$ cat config.mk
export PLATFORM = sky130hd
export DESIGN_NAME = uart_rx_ctrl
export DESIGN_NICKNAME = d
export VERILOG_FILES = /design/src/rtl/uart_rx_ctrl_pkg.sv /design/src/rtl/uart_rx_ctrl_fifo.sv /design/src/rtl/uart_rx_ctrl.sv
export SDC_FILE = /design/constraint.sdc
export NUM_CORES = 1
export LEC_CHECK = 0
export CORE_AREA = 10 10 120 122
export DETAILED_ROUTE_END_ITERATION = 12
export DIE_AREA = 0 0 130 132
export MAX_ROUTING_LAYER = met4
export SETUP_SLACK_MARGIN = 0.2
export SLEW_MARGIN = 20
export SYNTH_ARGS = -nofsm -noshare
export SYNTH_HDL_FRONTEND = slang
export SYNTH_SLANG_ARGS = --single-unit
$ cat constraint.sdc
create_clock -name UartRxCtrl_CLK -period 12.11 [get_ports UartRxCtrl_CLK]
set_clock_uncertainty 0.1 [all_clocks]
set_input_delay 1.8165 -clock UartRxCtrl_CLK [delete_from_list [all_inputs] [get_ports UartRxCtrl_CLK]]
set_output_delay 1.8165 -clock UartRxCtrl_CLK [all_outputs]
set_load 0.005 [all_outputs]
$ cat src/rtl/uart_rx_ctrl_pkg.sv
// Shared types and constants for the UART receiver controller.
// Optional feature macro used by the top: UART_RX_CTRL_FLUSH_ON_CFG_EN.
package uart_rx_ctrl_pkg;

    typedef enum logic [1:0] {
        ST_RUN       = 2'd0,
        ST_WAIT_IDLE = 2'd1,
        ST_APPLY     = 2'd2,
        ST_SETTLE    = 2'd3
    } state_e;

    localparam logic [4:0] RST_PRESCALE = 5'd7;
    localparam logic       RST_PAR_EN   = 1'b1;
    localparam logic       RST_PAR_TYPE = 1'b0;
    localparam int         FRAME_LEN    = 11;

    // Oversampling ticks spanning one full frame at the given prescale.
    function automatic logic [15:0] frame_ticks(input logic [4:0] prescale);
        return 16'(FRAME_LEN) * (16'(prescale) + 16'd1);
    endfunction

endpackage

$ cat src/rtl/uart_rx_ctrl_fifo.sv
// First-word-fall-through byte FIFO with push, pop and flush.
module uart_rx_ctrl_fifo #(
    parameter int DEPTH = 4,
    parameter int PTR_W = 2
) (
    input  logic       clk_i,
    input  logic       rst_i,
    input  logic       push_i,
    input  logic [7:0] data_i,
    input  logic       pop_i,
    input  logic       flush_i,
    output logic [7:0] dout_o,
    output logic       full_o,
    output logic       empty_o
);

    logic [7:0]     mem_q [DEPTH];
    logic [PTR_W-1:0] wr_ptr_q;
    logic [PTR_W-1:0] rd_ptr_q;
    logic [PTR_W:0]   count_q;

    always_ff @(posedge clk_i) begin
        if (rst_i) begin
            wr_ptr_q <= '0;
            rd_ptr_q <= '0;
            count_q  <= '0;
            for (int i = 0; i < DEPTH; i++) begin
                mem_q[i] <= 8'h00;
            end
        end else if (flush_i) begin
            wr_ptr_q <= '0;
            rd_ptr_q <= '0;
            count_q  <= '0;
        end else begin
            if (push_i) begin
                mem_q[wr_ptr_q] <= data_i;
                wr_ptr_q        <= wr_ptr_q + 1'b1;
            end
            if (pop_i) begin
                rd_ptr_q <= rd_ptr_q + 1'b1;
            end
            case ({push_i, pop_i})
                2'b10:   count_q <= count_q + 1'b1;
                2'b01:   count_q <= count_q - 1'b1;
                default: count_q <= count_q;
            endcase
        end
    end

    assign dout_o  = mem_q[rd_ptr_q];
    assign full_o  = (count_q == (PTR_W+1)'(DEPTH));
    assign empty_o = (count_q == '0);

endmodule

$ cat src/rtl/uart_rx_ctrl.sv
// UART receiver controller: idle-gated reconfiguration, byte FIFO, overrun tracking.
// Define UART_RX_CTRL_FLUSH_ON_CFG_EN to discard buffered bytes when a new config is applied.
module uart_rx_ctrl
    import uart_rx_ctrl_pkg::*;
#(
    parameter int FIFO_DEPTH = 4,
    parameter int PTR_W      = 2,
    parameter int CNT_W      = 8,
    parameter int IDLE_W     = 9
) (
    input  logic             UartRxCtrl_CLK,
    input  logic             UartRxCtrl_RST,
    input  logic             UartRxCtrl_Cfg_Wr,
    input  logic [4:0]       UartRxCtrl_Cfg_Prescale,
    input  logic             UartRxCtrl_Cfg_Par_En,
    input  logic             UartRxCtrl_Cfg_Par_Type,
    output logic             UartRxCtrl_Cfg_Busy,
    input  logic             UartRxCtrl_RX_IN,
    input  logic [7:0]       UartRxCtrl_Rx_PDATA,
    input  logic             UartRxCtrl_Rx_Data_Valid,
    output logic [4:0]       UartRxCtrl_Rx_Prescale,
    output logic             UartRxCtrl_Rx_Par_En,
    output logic             UartRxCtrl_Rx_Par_Type,
    output logic             UartRxCtrl_Rx_RST,
    output logic [7:0]       UartRxCtrl_Dout,
    output logic             UartRxCtrl_Dout_Valid,
    input  logic             UartRxCtrl_Dout_Ready,
    input  logic             UartRxCtrl_Ovr_Clr,
    output logic             UartRxCtrl_Overrun,
    output logic [CNT_W-1:0] UartRxCtrl_Drop_Cnt
);

    state_e            state_q, state_d;
    logic [4:0]        pend_prescale_q, rx_prescale_q;
    logic              pend_par_en_q, rx_par_en_q;
    logic              pend_par_type_q, rx_par_type_q;
    logic              rx_rst_q, cfg_busy_q;
    logic [IDLE_W-1:0] idle_cnt_q, idle_thr;
    logic              line_idle;
    logic              dv_prev_q, push_req;
    logic              fifo_push, fifo_pop, fifo_flush, fifo_full, fifo_empty, drop;
    logic              overrun_q;
    logic [CNT_W-1:0]  drop_cnt_q;
    logic              cfg_accept;

    assign idle_thr   = IDLE_W'(frame_ticks(rx_prescale_q));
    assign line_idle  = (idle_cnt_q == idle_thr);
    assign cfg_accept = UartRxCtrl_Cfg_Wr && (state_q == ST_RUN || state_q == ST_WAIT_IDLE);

    always_comb begin
        state_d = state_q;
        case (state_q)
            ST_RUN:       if (UartRxCtrl_Cfg_Wr) state_d = ST_WAIT_IDLE;
            ST_WAIT_IDLE: if (!UartRxCtrl_Cfg_Wr && line_idle) state_d = ST_APPLY;
            ST_APPLY:     state_d = ST_SETTLE;
            default:      state_d = ST_RUN;
        endcase
    end

    // Outputs are derived from the next state so they line up with state_q.
    always_ff @(posedge UartRxCtrl_CLK) begin
        if (UartRxCtrl_RST) begin
            state_q         <= ST_RUN;
            pend_prescale_q <= RST_PRESCALE;
            pend_par_en_q   <= RST_PAR_EN;
            pend_par_type_q <= RST_PAR_TYPE;
            rx_prescale_q   <= RST_PRESCALE;
            rx_par_en_q     <= RST_PAR_EN;
            rx_par_type_q   <= RST_PAR_TYPE;
            rx_rst_q        <= 1'b0;
            cfg_busy_q      <= 1'b0;
        end else begin
            state_q <= state_d;
            if (cfg_accept) begin
                pend_prescale_q <= UartRxCtrl_Cfg_Prescale;
                pend_par_en_q   <= UartRxCtrl_Cfg_Par_En;
                pend_par_type_q <= UartRxCtrl_Cfg_Par_Type;
            end
            if (state_q == ST_APPLY) begin
                rx_prescale_q <= pend_prescale_q;
                rx_par_en_q   <= pend_par_en_q;
                rx_par_type_q <= pend_par_type_q;
            end
            rx_rst_q   <= (state_d == ST_RUN) || (state_d == ST_WAIT_IDLE);
            cfg_busy_q <= (state_d != ST_RUN);
        end
    end

    // Counts consecutive high line samples; saturates at one frame length.
    always_ff @(posedge UartRxCtrl_CLK) begin
        if (UartRxCtrl_RST) begin
            idle_cnt_q <= '0;
        end else if (state_q == ST_APPLY || !UartRxCtrl_RX_IN) begin
            idle_cnt_q <= '0;
        end else if (idle_cnt_q < idle_thr) begin
            idle_cnt_q <= idle_cnt_q + 1'b1;
        end
    end

    assign push_req = UartRxCtrl_Rx_Data_Valid && !dv_prev_q &&
                      (state_q != ST_APPLY) && (state_q != ST_SETTLE);
    assign fifo_pop  = UartRxCtrl_Dout_Ready && !fifo_empty;
    assign fifo_push = push_req && (!fifo_full || fifo_pop);
    assign drop      = push_req && fifo_full && !fifo_pop;

`ifdef UART_RX_CTRL_FLUSH_ON_CFG_EN
    assign fifo_flush = (state_q == ST_APPLY);
`else
    assign fifo_flush = 1'b0;
`endif

    // A drop in the same cycle as a clear leaves a count of exactly one.
    always_ff @(posedge UartRxCtrl_CLK) begin
        if (UartRxCtrl_RST) begin
            dv_prev_q  <= 1'b0;
            overrun_q  <= 1'b0;
            drop_cnt_q <= '0;
        end else begin
            dv_prev_q <= UartRxCtrl_Rx_Data_Valid;
            if (drop) begin
                overrun_q <= 1'b1;
                if (UartRxCtrl_Ovr_Clr) begin
                    drop_cnt_q <= CNT_W'(1);
                end else if (drop_cnt_q != '1) begin
                    drop_cnt_q <= drop_cnt_q + 1'b1;
                end
            end else if (UartRxCtrl_Ovr_Clr) begin
                overrun_q  <= 1'b0;
                drop_cnt_q <= '0;
            end
        end
    end

    uart_rx_ctrl_fifo #(
        .DEPTH (FIFO_DEPTH),
        .PTR_W (PTR_W)
    ) u_fifo (
        .clk_i   (UartRxCtrl_CLK),
        .rst_i   (UartRxCtrl_RST),
        .push_i  (fifo_push),
        .data_i  (UartRxCtrl_Rx_PDATA),
        .pop_i   (fifo_pop),
        .flush_i (fifo_flush),
        .dout_o  (UartRxCtrl_Dout),
        .full_o  (fifo_full),
        .empty_o (fifo_empty)
    );

    assign UartRxCtrl_Cfg_Busy    = cfg_busy_q;
    assign UartRxCtrl_Rx_Prescale = rx_prescale_q;
    assign UartRxCtrl_Rx_Par_En   = rx_par_en_q;
    assign UartRxCtrl_Rx_Par_Type = rx_par_type_q;
    assign UartRxCtrl_Rx_RST      = rx_rst_q;
    assign UartRxCtrl_Dout_Valid  = !fifo_empty;
    assign UartRxCtrl_Overrun     = overrun_q;
    assign UartRxCtrl_Drop_Cnt    = drop_cnt_q;

endmodule
# After elaboration in Yosys (flattened, before gate mapping)
# Memories as Yosys holds them, arrays and structs flattened. A register that Yosys moved wholly into a read port is not among the register bits.
# Cells that the tools add are included.
[totals] reg_bits=44 ram_bits=32 inputBits=22 elab_cells=85 mem_count=1
[classes] add_sub_neg=7 n_mul=1 order_cmp=1 eq_ne=10 muxes=20 reduce_logical=29
[memory_table] name="u_fifo.mem_q" depth=4 word_bits=8 rd=1 rd_ports_with_merged_regs=1 wr=4 line="uart_rx_ctrl_fifo.sv:17" text="logic [7:0] mem_q [DEPTH];"
[op_table] cell="2-to-1 mux 8 bit" n=5
[op_table] cell="2-to-1 mux 2 bit" n=5
[op_table] cell="adder 9 x 1 -> 9 bit (second input constant)" n=1
[op_table] cell="equality test 9 bit" n=1
[op_table] cell="logical AND 1 bit" n=9
[op_table] cell="< comparator 9 bit" n=1
[op_table] cell="multiplier 4 x 6 -> 9 bit (first input constant)" n=1
[op_table] cell="adder 8 x 1 -> 8 bit (second input constant)" n=1
[op_table] cell="2-to-1 mux 1 bit" n=8
[op_table] cell="inequality test 8 bit (second input constant)" n=1
[op_table] cell="nonzero test 2 bit" n=4
[op_table] cell="OR reduction 8 bit" n=1
[op_table] cell="adder 5 x 1 -> 6 bit (second input constant)" n=1
[op_table] cell="equality test 2 x 1 -> 1 bit (second input constant)" n=3
[op_table] cell="logical NOT 1 bit" n=6
[op_table] cell="one-hot mux 2 bit (3 select lines)" n=1
[op_table] cell="one-hot mux 3 bit (2 select lines)" n=1
[op_table] cell="adder 2 x 1 -> 2 bit (second input constant)" n=2
[op_table] cell="equality test 2 bit (second input constant)" n=2
[op_table] cell="logical NOT 2 bit" n=2
[op_table] cell="logical OR 1 bit" n=4
[op_table] cell="inequality test 2 bit (second input constant)" n=2
[op_table] cell="adder 3 x 1 -> 3 bit (second input constant)" n=1
[op_table] cell="equality test 3 bit (second input constant)" n=1
[op_table] cell="4 further kinds" n=4

# Depth between registers and ports, before layout
# Gate-level depths: netlist of run 1.
[logic_depth] word_depth=10 ltp_mapped=19 ltp_nobuf=18

# By module
# From an unflattened synthesis of run 1, not the netlist that was laid out.
[hier_totals] cells_unflattened=388 hier_area_um2=4001.3
[modules_own_cells] mod="uart_rx_ctrl" instances=1 cells_per_inst=253 area_per_inst_um2=2223.4
[modules_own_cells] mod="uart_rx_ctrl_fifo" instances=1 cells_per_inst=135 area_per_inst_um2=1778.0

# Worst setup path before layout of run 1
# Ideal clock, no wire load.
[synth_timing] path_type="reg2reg" start="register rx_prescale_q[0] (netlist: UartRxCtrl_Rx_Prescale[0])" end="register idle_cnt_q[6]" arrival_ns=4.063 required_time_ns=11.894 path_slack_ns=7.830 path_stages_with_launch=20 n_path_buf=1 path_cell_list="dfxtp_1 > inv_1 > ha_1 > inv_1 > ha_1 > inv_1 > fa_1 > inv_1 > ha_1 > a21oi_1 > o21bai_1 > a21oi_1 > xor2_1 > ha_1 > and4_1 > buf_2 > o311a_4 > a211oi_4 > a31oi_1 > a41o_1"
[synth_between] elab_chain_cells=3
[synth_rtl] item="start, declared" line="uart_rx_ctrl.sv:34" text="logic [4:0] pend_prescale_q, rx_prescale_q;"
[synth_rtl] item="start signal, assigned" line="uart_rx_ctrl.sv:80" text="rx_prescale_q <= pend_prescale_q;"
[synth_rtl] item="adder 5 x 1 -> 6 bit" line="uart_rx_ctrl_pkg.sv:19" text="return 16'(FRAME_LEN) * (16'(prescale) + 16'd1);"
[synth_rtl] item="multiplier 4 x 6 -> 9 bit" line="uart_rx_ctrl_pkg.sv:19"
[synth_rtl] item="< comparator 9 bit" line="uart_rx_ctrl.sv:95" text="end else if (idle_cnt_q < idle_thr) begin"
[synth_rtl] item="end signal, assigned" line="uart_rx_ctrl.sv:96" text="idle_cnt_q <= idle_cnt_q + 1'b1;"
[synth_rtl] item="end, declared" line="uart_rx_ctrl.sv:38" text="logic [IDLE_W-1:0] idle_cnt_q, idle_thr;"
# Every way passes these cells.
# A chain may end at the register's enable or synchronous reset.

# Worst setup path in the final report of run 1
# Same ends and word-level chain as after synthesis.

==> impl_metrics.sql, run 1 <==
INSERT INTO impl_metrics (metric_group, metric, value, unit) VALUES
('setup_path', 'worst_setup_path_start_kind', 'flip-flop', ''),
('setup_path', 'crit_path_cell_trace', 'inv_1 -> ha_1 -> inv_1 -> ha_1 -> inv_1 -> fa_1 -> inv_1 -> ha_1 -> a21oi_1 -> o21bai_1 -> a31oi_1 -> xnor2_1 -> ha_1 -> and4_1 -> o311a_4 -> a211oi_4 -> a31oi_1 -> a41o_1', ''),
('power_and_ir_drop', 'power.density_cell_area', '136', 'nW/um2'),
('setup_path', 'worst_setup_path_end_kind', 'flip-flop', ''),
('drt', 'route.final.wire_length', '8.55', 'mm'),
('sta', 'tightest_slew', '1.09', 'ns'),
('sta', 'slew_headroom', '0.271', ''),
('drt', 'detail_route.iter0.violations', '109', ''),
('min_path', 'hold_path_class', 'flip-flop to flip-flop', ''),
('final_layout', 'finalNetCount', '483', ''),
('power_and_ir_drop', 'switching_share', '0.268', ''),
('global_route', 'global_route.usage.met1', '0.130', ''),
('logic_synthesis', 'synth.lib_cells_used.distinct', '54', ''),
('drt', 'drc', '0', ''),
('floorplanning', 'fp.dieW', '130', 'um'),
('final_layout', 'flow.area_growth_from_synthesis', '21.9', '%'),
('drt', 'drt_pass_1_iters', '4', ''),
('place', 'gp_congestion', '0.810', ''),
('final_layout', 'finish.instance_area', '5030', 'um2'),
('min_path', 'whs_path_depth', '2', ''),
('final_layout', 'drive_gt1_frac', '0.101', ''),
('setup_path', 'reg2reg_depth', '18', ''),
('floorplanning', 'initial_core_utilization', '0.347', ''),
('power_and_ir_drop', 'share_clk_of_total_power', '0.381', ''),
('final_layout', 'insertedDiodeCount', '0', ''),
('drt', 'dr_total_vias', '2833', ''),
('logic_synthesis', 'synth_ff_type', 'sky130_fd_sc_hd__dfxtp_1', ''),
('min_path', 'worst_hold_startpoint', 'pend_prescale_q[3]$_SDFFE_PP0P_', ''),
('power_and_ir_drop', 'leakage', '1.97', 'nW'),
('logic_synthesis', 'synth_sequential_area_ratio', '0.456', ''),
('floorplanning', 'dieArea', '17200', 'um2'),
('cts', 'cts_max_level', '3', ''),
('setup_path', 'cp_slowest_cell', 'sky130_fd_sc_hd__fa_1', ''),
('cts', 'clockBufferDepth', '2', ''),
('cts', 'cts-resized-gates', '0', ''),
('cts', 'numClockSinks', '78', ''),
('global_route', 'grt_first_pass_wirelength', '14.1', 'mm'),
('setup_path', 'worstPathRequired', '12.24', 'ns'),
('cts', 'path_clk_slew', '0.06', 'ns'),
('logic_synthesis', 'synth-edff-count', '32', ''),
('logic_synthesis', 'post_syn_nets', '435', ''),
('setup_path', 'critical_path_class', 'flip-flop to flip-flop', ''),
('sta', 'fmax', '218', 'MHz'),
('floorplanning', 'fp-row-count', '40', ''),
('drt', 'route.detailed.wl_per_inst', '14.7', 'um'),
('power_and_ir_drop', 'seq_power_share', '0.460', ''),
('setup_path', 'r2r-end', 'idle_cnt_q[6]$_SDFFE_PP0N_', ''),
('floorplanning', 'design.portCount', '49', ''),
('power_and_ir_drop', 'portion_of_total_power_attributed_to_combinational_logic', '0.159', ''),
('global_route', 'met3_usage_in_global_routing', '0.0261', ''),
('global_route', 'antenna_found_initial', '0', ''),
('global_route', 'gr_peak_layer', 'met2', ''),
('min_path', 'whs_endpoint', 'UartRxCtrl_Rx_Prescale[3]$_SDFFE_PP0P_', ''),
('sta', 'setup_viol_count_final', '0', ''),
('floorplanning', 'chipHeight', '132', 'um'),
('setup_path', 'critical_path_peak_fanout', '10', ''),
('power_and_ir_drop', 'max-vdd-ir-drop', '0.0693', 'mV'),
('sta', 'setup_tns', '0', 'ns'),
('setup_path', 'worst_r2r_startpoint', 'UartRxCtrl_Rx_Prescale[0]$_SDFFE_PP1P_', ''),
('run_status', 'run_status', 'finished clean', ''),
('logic_synthesis', 'yosys_warn_count', '0', ''),
('cts', 'cts_bufs_inserted', '9', ''),
('sta', 'rsz0062_at_grt', 'false', ''),
('global_route', 'grt_use_met2', '0.159', ''),
('cts', 'cts_tree', 'done', ''),
('global_route', 'grtUsageTotal', '0.106', ''),
('run', 'cap_viol_max_count', '0', ''),
('sta', 'min_period', '4.60', 'ns'),
('setup_path', 'data_arrival_time_of_the_critical_path', '4.72', 'ns'),
('sta', 'maxSlewViolCount', '0', ''),
('global_route', 'gr-total-overflow', '0', '');
==> Yosys cell counts (3+ instances only) <==
| cell type | n | share of area |
|---|---|---|
| sky130_fd_sc_hd__xor2_1 | 8 | 0.017 |
| sky130_fd_sc_hd__xnor2_1 | 16 | 0.034 |
| sky130_fd_sc_hd__mux2i_1 | 6 | 0.015 |
| sky130_fd_sc_hd__a21o_1 | 3 | 0.0055 |
| sky130_fd_sc_hd__a211oi_1 | 3 | 0.0055 |
| sky130_fd_sc_hd__nor3_1 | 7 | 0.0085 |
| sky130_fd_sc_hd__o21bai_1 | 3 | 0.0055 |
| sky130_fd_sc_hd__clkbuf_1 | 9 | 0.0082 |
| sky130_fd_sc_hd__mux4_2 | 8 | 0.044 |
| sky130_fd_sc_hd__and4_1 | 3 | 0.0064 |
| sky130_fd_sc_hd__and2_1 | 33 | 0.050 |
| sky130_fd_sc_hd__dfxtp_1 | 46 | 0.22 |
| sky130_fd_sc_hd__a21oi_1 | 18 | 0.022 |
| sky130_fd_sc_hd__inv_1 | 25 | 0.023 |
| sky130_fd_sc_hd__edfxtp_1 | 32 | 0.23 |
| sky130_fd_sc_hd__nand2_1 | 29 | 0.026 |
| sky130_fd_sc_hd__a31o_2 | 6 | 0.013 |
| sky130_fd_sc_hd__nor2_1 | 35 | 0.032 |
| sky130_fd_sc_hd__nor2b_1 | 7 | 0.011 |
| sky130_fd_sc_hd__nand3b_1 | 4 | 0.0073 |
| sky130_fd_sc_hd__and3_1 | 3 | 0.0045 |
| sky130_fd_sc_hd__fa_1 | 4 | 0.019 |
| sky130_fd_sc_hd__nand3_1 | 7 | 0.0085 |
| sky130_fd_sc_hd__a211o_1 | 5 | 0.011 |
| sky130_fd_sc_hd__ha_1 | 27 | 0.082 |
==> worst max-delay path: cells and delay by family, from the launching register on <==
kind,cells,cell delay [ns]
AOI/OAI and AO/OA,7,1.53
xor gates and xnor gates,1,0.15
adders and majority gates,5,1.70
buffers and inverters,4,0.27
DFF,1,0.40
and+or+nand+nor,1,0.32
==> cells by family after synthesis <==
| group | share of synthesized area |
|---|---|
| buffers and inverters | 0.0358 |
| muxes | 0.0582 |
| adders and majority gates | 0.101 |
| xor gates and xnor gates | 0.0509 |
| AOI/OAI and AO/OA | 0.0985 |
| and+or+nand+nor | 0.200 |
| DFF | 0.456 |
==> per-stage QoR <==
| stage | std cells | hold slack, ns | total power [W] | setup slack [ns] | util |
|---|---|---|---|---|---|
| after global placement | 566 | 0.340 | 0.000431 | 7.67 | 0.399 |
| after floorplan | 382 | 0.327 | 0.000383 | 7.83 | - |
| after CTS | 582 | 0.353 | 0.000695 | 7.49 | 0.423 |
| after detailed placement | 566 | 0.345 | 0.000432 | 7.52 | 0.399 |
| final | 582 | 0.352 | 0.000686 | 7.51 | 0.423 |
| after global routing | 582 | 0.388 | 0.000719 | 7.24 | 0.423 |
==> power by group through the flow <==
stage	Combinational, W	Sequential, W	Clock [W]
2_1_floorplan	0.0000713	0.000312	0
3_3_place_gp	0.000109	0.000321	0
3_5_place_dp	0.000111	0.000322	0
4_1_cts	0.000112	0.000316	0.000267
5_1_grt	0.000122	0.000319	0.000278
6_report	0.000109	0.000315	0.000261
==> worst max-delay path by stage <==
stage / endpoint / slack, ns / cells after the start
5_1_grt: idle_cnt_q[6]$_SDFFE_PP0N_ / 7.24 / 18
6_report: idle_cnt_q[6]$_SDFFE_PP0N_ / 7.51 / 18
4_1_cts: idle_cnt_q[6]$_SDFFE_PP0N_ / 7.49 / 18
2_1_floorplan: idle_cnt_q[6]$_SDFFE_PP0N_ / 7.83 / 19
3_5_place_dp: idle_cnt_q[6]$_SDFFE_PP0N_ / 7.52 / 18
3_3_place_gp: idle_cnt_q[6]$_SDFFE_PP0N_ / 7.67 / 18
==> flip-flops by register name, summed over array words and instances, names as in the netlist, 2 cells and up, named ones only <==
name / flops
u_fifo.mem_q: 32
idle_cnt_q: 9
UartRxCtrl_Drop_Cnt: 8
UartRxCtrl_Rx_Prescale: 5
pend_prescale_q: 5
u_fifo.count_q: 3
state_q: 2
u_fifo.rd_ptr_q: 2
u_fifo.wr_ptr_q: 2
==> layer usage <==
metal | up-vias | wire, um | share of wire
met3 | 15 | 331 | 0.039
met2 | 48 | 4050 | 0.47
met4 | 0 | 174 | 0.020
met1 | 1334 | 4000 | 0.47
li1 | 1436 | - | -
met5 | - | 0 | 0
==> cell type report <==
class	instances	area, um2
clock buffers	9	225
clock inverters	7	62.6
fillers	1127	6880
inverters	25	93.8
multi-input cells	267	2100
flip-flops and latches	78	1880
well taps	147	184
repair buffers	49	488
==> cells in the final DEF, fill, tap and decap left out, types with 8 or more instances in the layout <==
cell type | Yosys | routed
sky130_fd_sc_hd__a21oi_1 | 18 | 18
sky130_fd_sc_hd__and2_1 | 33 | 33
sky130_fd_sc_hd__clkbuf_16 | 0 | 9
sky130_fd_sc_hd__clkdlybuf4s50_1 | 0 | 48
sky130_fd_sc_hd__dfxtp_1 | 46 | 46
sky130_fd_sc_hd__edfxtp_1 | 32 | 32
sky130_fd_sc_hd__ha_1 | 27 | 27
sky130_fd_sc_hd__inv_1 | 25 | 25
sky130_fd_sc_hd__mux4_2 | 8 | 8
sky130_fd_sc_hd__nand2_1 | 29 | 29
sky130_fd_sc_hd__nor2_1 | 35 | 35
sky130_fd_sc_hd__xnor2_1 | 16 | 16
sky130_fd_sc_hd__xor2_1 | 8 | 8
No activity file was read; power rests on OpenSTA's default activity.
==> inputs of run 2 (changes only) <==
==> constraint.sdc (replaced) <==
create_clock -name UartRxCtrl_CLK -period 4.2 [get_ports UartRxCtrl_CLK]
set_clock_uncertainty 0.1 [all_clocks]
set_input_delay 0.63 -clock UartRxCtrl_CLK [delete_from_list [all_inputs] [get_ports UartRxCtrl_CLK]]
set_output_delay 0.63 -clock UartRxCtrl_CLK [all_outputs]
set_load 0.005 [all_outputs]
==> run 2 against run 1 <==
Compared with the run above: sequential cell count is the same; clock power grew to 2.9 times the previous value; critical path depth is the same; count of clock-buffer cells in the layout is the same; register-to-register slack lost 7.3 ns; utilization grew 3.1 points; fmax grew 15%; final cell count grew 3.4%; cell area grew 7.3%; largest power group unchanged; largest cell class unchanged; sequential power grew to 2.9 times the previous value; die area is the same; critical path type unchanged.
==> impl_metrics.sql, run 2 (same netlist as run 1, synthesis figures left out) <==
INSERT INTO impl_metrics (metric_group, metric, value, unit) VALUES
('power_and_ir_drop', 'p_switching', '0.000498', 'W'),
('power_and_ir_drop', 'share_clk_of_total_power', '0.386', ''),
('sta', 'tightest_slew', '1.04', 'ns'),
('run', 'cap_viol_max_count', '0', ''),
('final_layout', 'finish.instance_area', '5400', 'um2'),
('global_route', 'grtUsageTotal', '0.112', ''),
('drt', 'drtAntennaViolNets', '0', ''),
('power_and_ir_drop', 'seq_power_share', '0.456', ''),
('sta', 'setup_tns', '0', 'ns'),
('setup_path', 'critical_path.max_stage_delay', '0.40', 'ns'),
('drt', 'route.detailed.vias_per_inst', '4.87', ''),
('drt', 'drc', '0', ''),
('power_and_ir_drop', 'power.density_cell_area', '369', 'nW/um2'),
('setup_path', 'worstPathRequired', '4.32', 'ns'),
('setup_path', 'data_arrival_time_of_the_critical_path', '4.13', 'ns'),
('final_layout', 'combined_area_of_the_multi_input_logic_cells', '2270', 'um2'),
('drt', 'drt_pass_1_iters', '4', ''),
('final_layout', 'most_common_cell_after_layout_fill_and_taps_aside', 'sky130_fd_sc_hd__clkdlybuf4s50_1', ''),
('final_layout', 'num-fill-cells', '1108', ''),
('setup_path', 'crit_path_cell_trace', 'ha_4 -> xor2_2 -> ha_1 -> ha_1 -> inv_1 -> fa_2 -> inv_1 -> a21oi_2 -> o21bai_1 -> a31oi_1 -> xnor2_1 -> ha_1 -> and4_4 -> buf_12 -> a211oi_4 -> buf_6 -> a31oi_4 -> a41o_1', ''),
('sta', 'slew_headroom', '0.299', ''),
('final_layout', 'finalNetCount', '503', ''),
('cts', 'cts-root-buf', 'sky130_fd_sc_hd__clkbuf_16', ''),
('power_and_ir_drop', 'switching_share', '0.250', ''),
('power_and_ir_drop', 'max-vdd-ir-drop', '0.187', 'mV'),
('sta', 'maxSlewViolCount', '0', ''),
('min_path', 'hold_path_class', 'flip-flop to flip-flop', ''),
('setup_path', 'worst_setup_path_start_kind', 'flip-flop', ''),
('cts', 'cts_bufs_inserted', '9', ''),
('power_and_ir_drop', 'portion_of_total_power_attributed_to_combinational_logic', '0.158', ''),
('place', 'numPortBuffers', '48', ''),
('sta', 'setup_viol_count_final', '0', ''),
('global_route', 'vias_in_the_first_global_route', '3066', ''),
('place', 'placement_cell_area', '4890', 'um2'),
('floorplanning', 'chipHeight', '132', 'um'),
('cts', 'numClockSinks', '78', ''),
('floorplanning', 'fp.dieW', '130', 'um'),
('drt', 'route.detailed.wl_per_inst', '15.3', 'um'),
('sta', 'post_route_worst_setup_slack', '0.195', 'ns'),
('sta', 'final_worst_path_cycle_share', '0.953', ''),
('setup_path', 'critical_path_peak_fanout', '6', ''),
('setup_path', 'worst_path_most_repeated_cell', 'sky130_fd_sc_hd__ha_1', ''),
('final_layout', 'drive_gt1_frac', '0.202', ''),
('final_layout', 'fin_cells', '602', ''),
('place', 'preCtsSetupSlack', '0.0256', 'ns'),
('cts', 'cts_max_level', '3', ''),
('cts', 'insertion_delay', '0.33', 'ns'),
('global_route', 'gr-total-overflow', '0', ''),
('place', 'gp_congestion', '0.854', ''),
('run_status', 'run_status', 'finished clean', ''),
('power_and_ir_drop', 'internal_power_component', '0.00150', 'W'),
('final_layout', 'largest_register_ff_count', '32', ''),
('final_layout', 'largest-register', 'u_fifo.mem_q', ''),
('drt', 'route.final.wire_length', '9.21', 'mm'),
('power_and_ir_drop', 'leakage', '2.11', 'nW'),
('place', 'place_hpwl', '6.61', 'mm'),
('cts', 'path_clk_slew', '0.06', 'ns'),
('drt', 'detail_route.iter0.violations', '119', ''),
('floorplanning', 'fp-row-count', '40', ''),
('floorplanning', 'initial_core_utilization', '0.347', ''),
('setup_path', 'worst_setup_path_end_kind', 'flip-flop', ''),
('final_layout', 'mostFrequentLayoutCells', 'sky130_fd_sc_hd__clkdlybuf4s50_1 (48), sky130_fd_sc_hd__dfxtp_1 (43), sky130_fd_sc_hd__nor2_1 (35)', ''),
('place', 'place.detailed.instances', '574', ''),
('setup_path', 'cp_slowest_cell', 'sky130_fd_sc_hd__fa_2', ''),
('floorplanning', 'design.portCount', '49', ''),
('global_route', 'grt_max_degree', '38', ''),
('final_layout', 'insertedDiodeCount', '0', ''),
('setup_path', 'critical_path_class', 'flip-flop to flip-flop', ''),
('floorplanning', 'fp.coreArea', '11900', 'um2'),
('sta', 'rsz0062_at_grt', 'true', ''),
('final_layout', 'area.sequential', '1890', 'um2'),
('global_route', 'antenna_found_initial', '0', ''),
('sta', 'min_period', '4.00', 'ns'),
('sta', 'fmax', '250', 'MHz'),
('cts', 'clockBufferDepth', '2', ''),
('drt', 'dr_total_vias', '2934', ''),
('sta', 'final-hold-violation-count', '0', ''),
('global_route', 'grt_first_pass_wirelength', '15.0', 'mm'),
('final_layout', 'flow.area_growth_from_synthesis', '30.8', '%'),
('cts', 'holdBufCountCts', '0', ''),
('cts', 'cts_tree', 'done', ''),
('final_layout', 'layout.core_utilization', '0.453', ''),
('floorplanning', 'dieArea', '17200', 'um2');
[run 2: changes by cell type in the layout (fill, tap and decap cells not counted), sizes merged]
| cell | before | now |
|---|---|---|
| buf | 1 | 21 |
| inv | 29 | 27 |
| bufinv | 0 | 1 |
| clkinv | 2 | 3 |
[run 2: stage by stage]
stage,power (W),hold slack [ns]
floorplan,0.00110,0.327
global placement,0.00124,0.342
detailed placement,0.00125,0.357
CTS,0.00202,0.365
global route,0.00210,0.396
finish,0.00199,0.357
[run 2: cell type report]
type,instances,share of cell area
Sequential cell,78,0.350
Inverter,25,0.0178
Timing Repair Buffer,69,0.123
Clock buffer,9,0.0417
Clock inverter,7,0.0132
Tap cell,147,0.0341
Multi-Input combinational cell,267,0.421
[run 2: path summary, 6_finish.rpt]
kind / startpoint / slack, ns / cells past startpoint / end
setup / recovery: UartRxCtrl_Rx_Prescale[0]$_SDFFE_PP1P_ / 0.20 / 18 / idle_cnt_q[6]$_SDFFE_PP0N_
hold / removal: pend_par_type_q$_SDFFE_PP0P_ / 0.36 / 2 / UartRxCtrl_Rx_Par_Type$_SDFFE_PP0P_
setup reg to reg: UartRxCtrl_Rx_Prescale[0]$_SDFFE_PP1P_ / 0.20 / 18 / idle_cnt_q[6]$_SDFFE_PP0N_
hold reg to reg: pend_par_type_q$_SDFFE_PP0P_ / 0.36 / 2 / UartRxCtrl_Rx_Par_Type$_SDFFE_PP0P_
[run 2: layer usage]
layer / global-route usage / vias up / wire [um]
met5: - / - / 0
met4: 0.0319 / 0 / 79
met3: 0.0261 / 7 / 254
met2: 0.178 / 41 / 4470
met1: 0.138 / 1416 / 4410
li1: - / 1470 / -
[run 2: what timing repair did]
item                                    4_1_cts  5_1_grt
pin swaps                                    15       12
resized for setup                            14       13
buffers inserted                              8        4
endpoints found under the setup margin       11       12
[run 2: worst max-delay path: cells and delay by family (launching register included)]
| family | cells | cell delay [ns] |
|---|---|---|
| compound gates | 6 | 0.92 |
| fa+ha+maj | 5 | 1.52 |
| simple gates | 1 | 0.18 |
| xor+xnor | 2 | 0.33 |
| buf+inv | 4 | 0.46 |
| flops | 1 | 0.39 |
[run 2: power groups by stage]
stage	Combinational, W	Sequential [W]	Clock (W)
final	0.000316	0.000910	0.000769
after detailed placement	0.000320	0.000926	0
after CTS	0.000323	0.000911	0.000790
after global routing	0.000352	0.000921	0.000827
after global placement	0.000315	0.000925	0
after floorplan	0.000205	0.000897	0
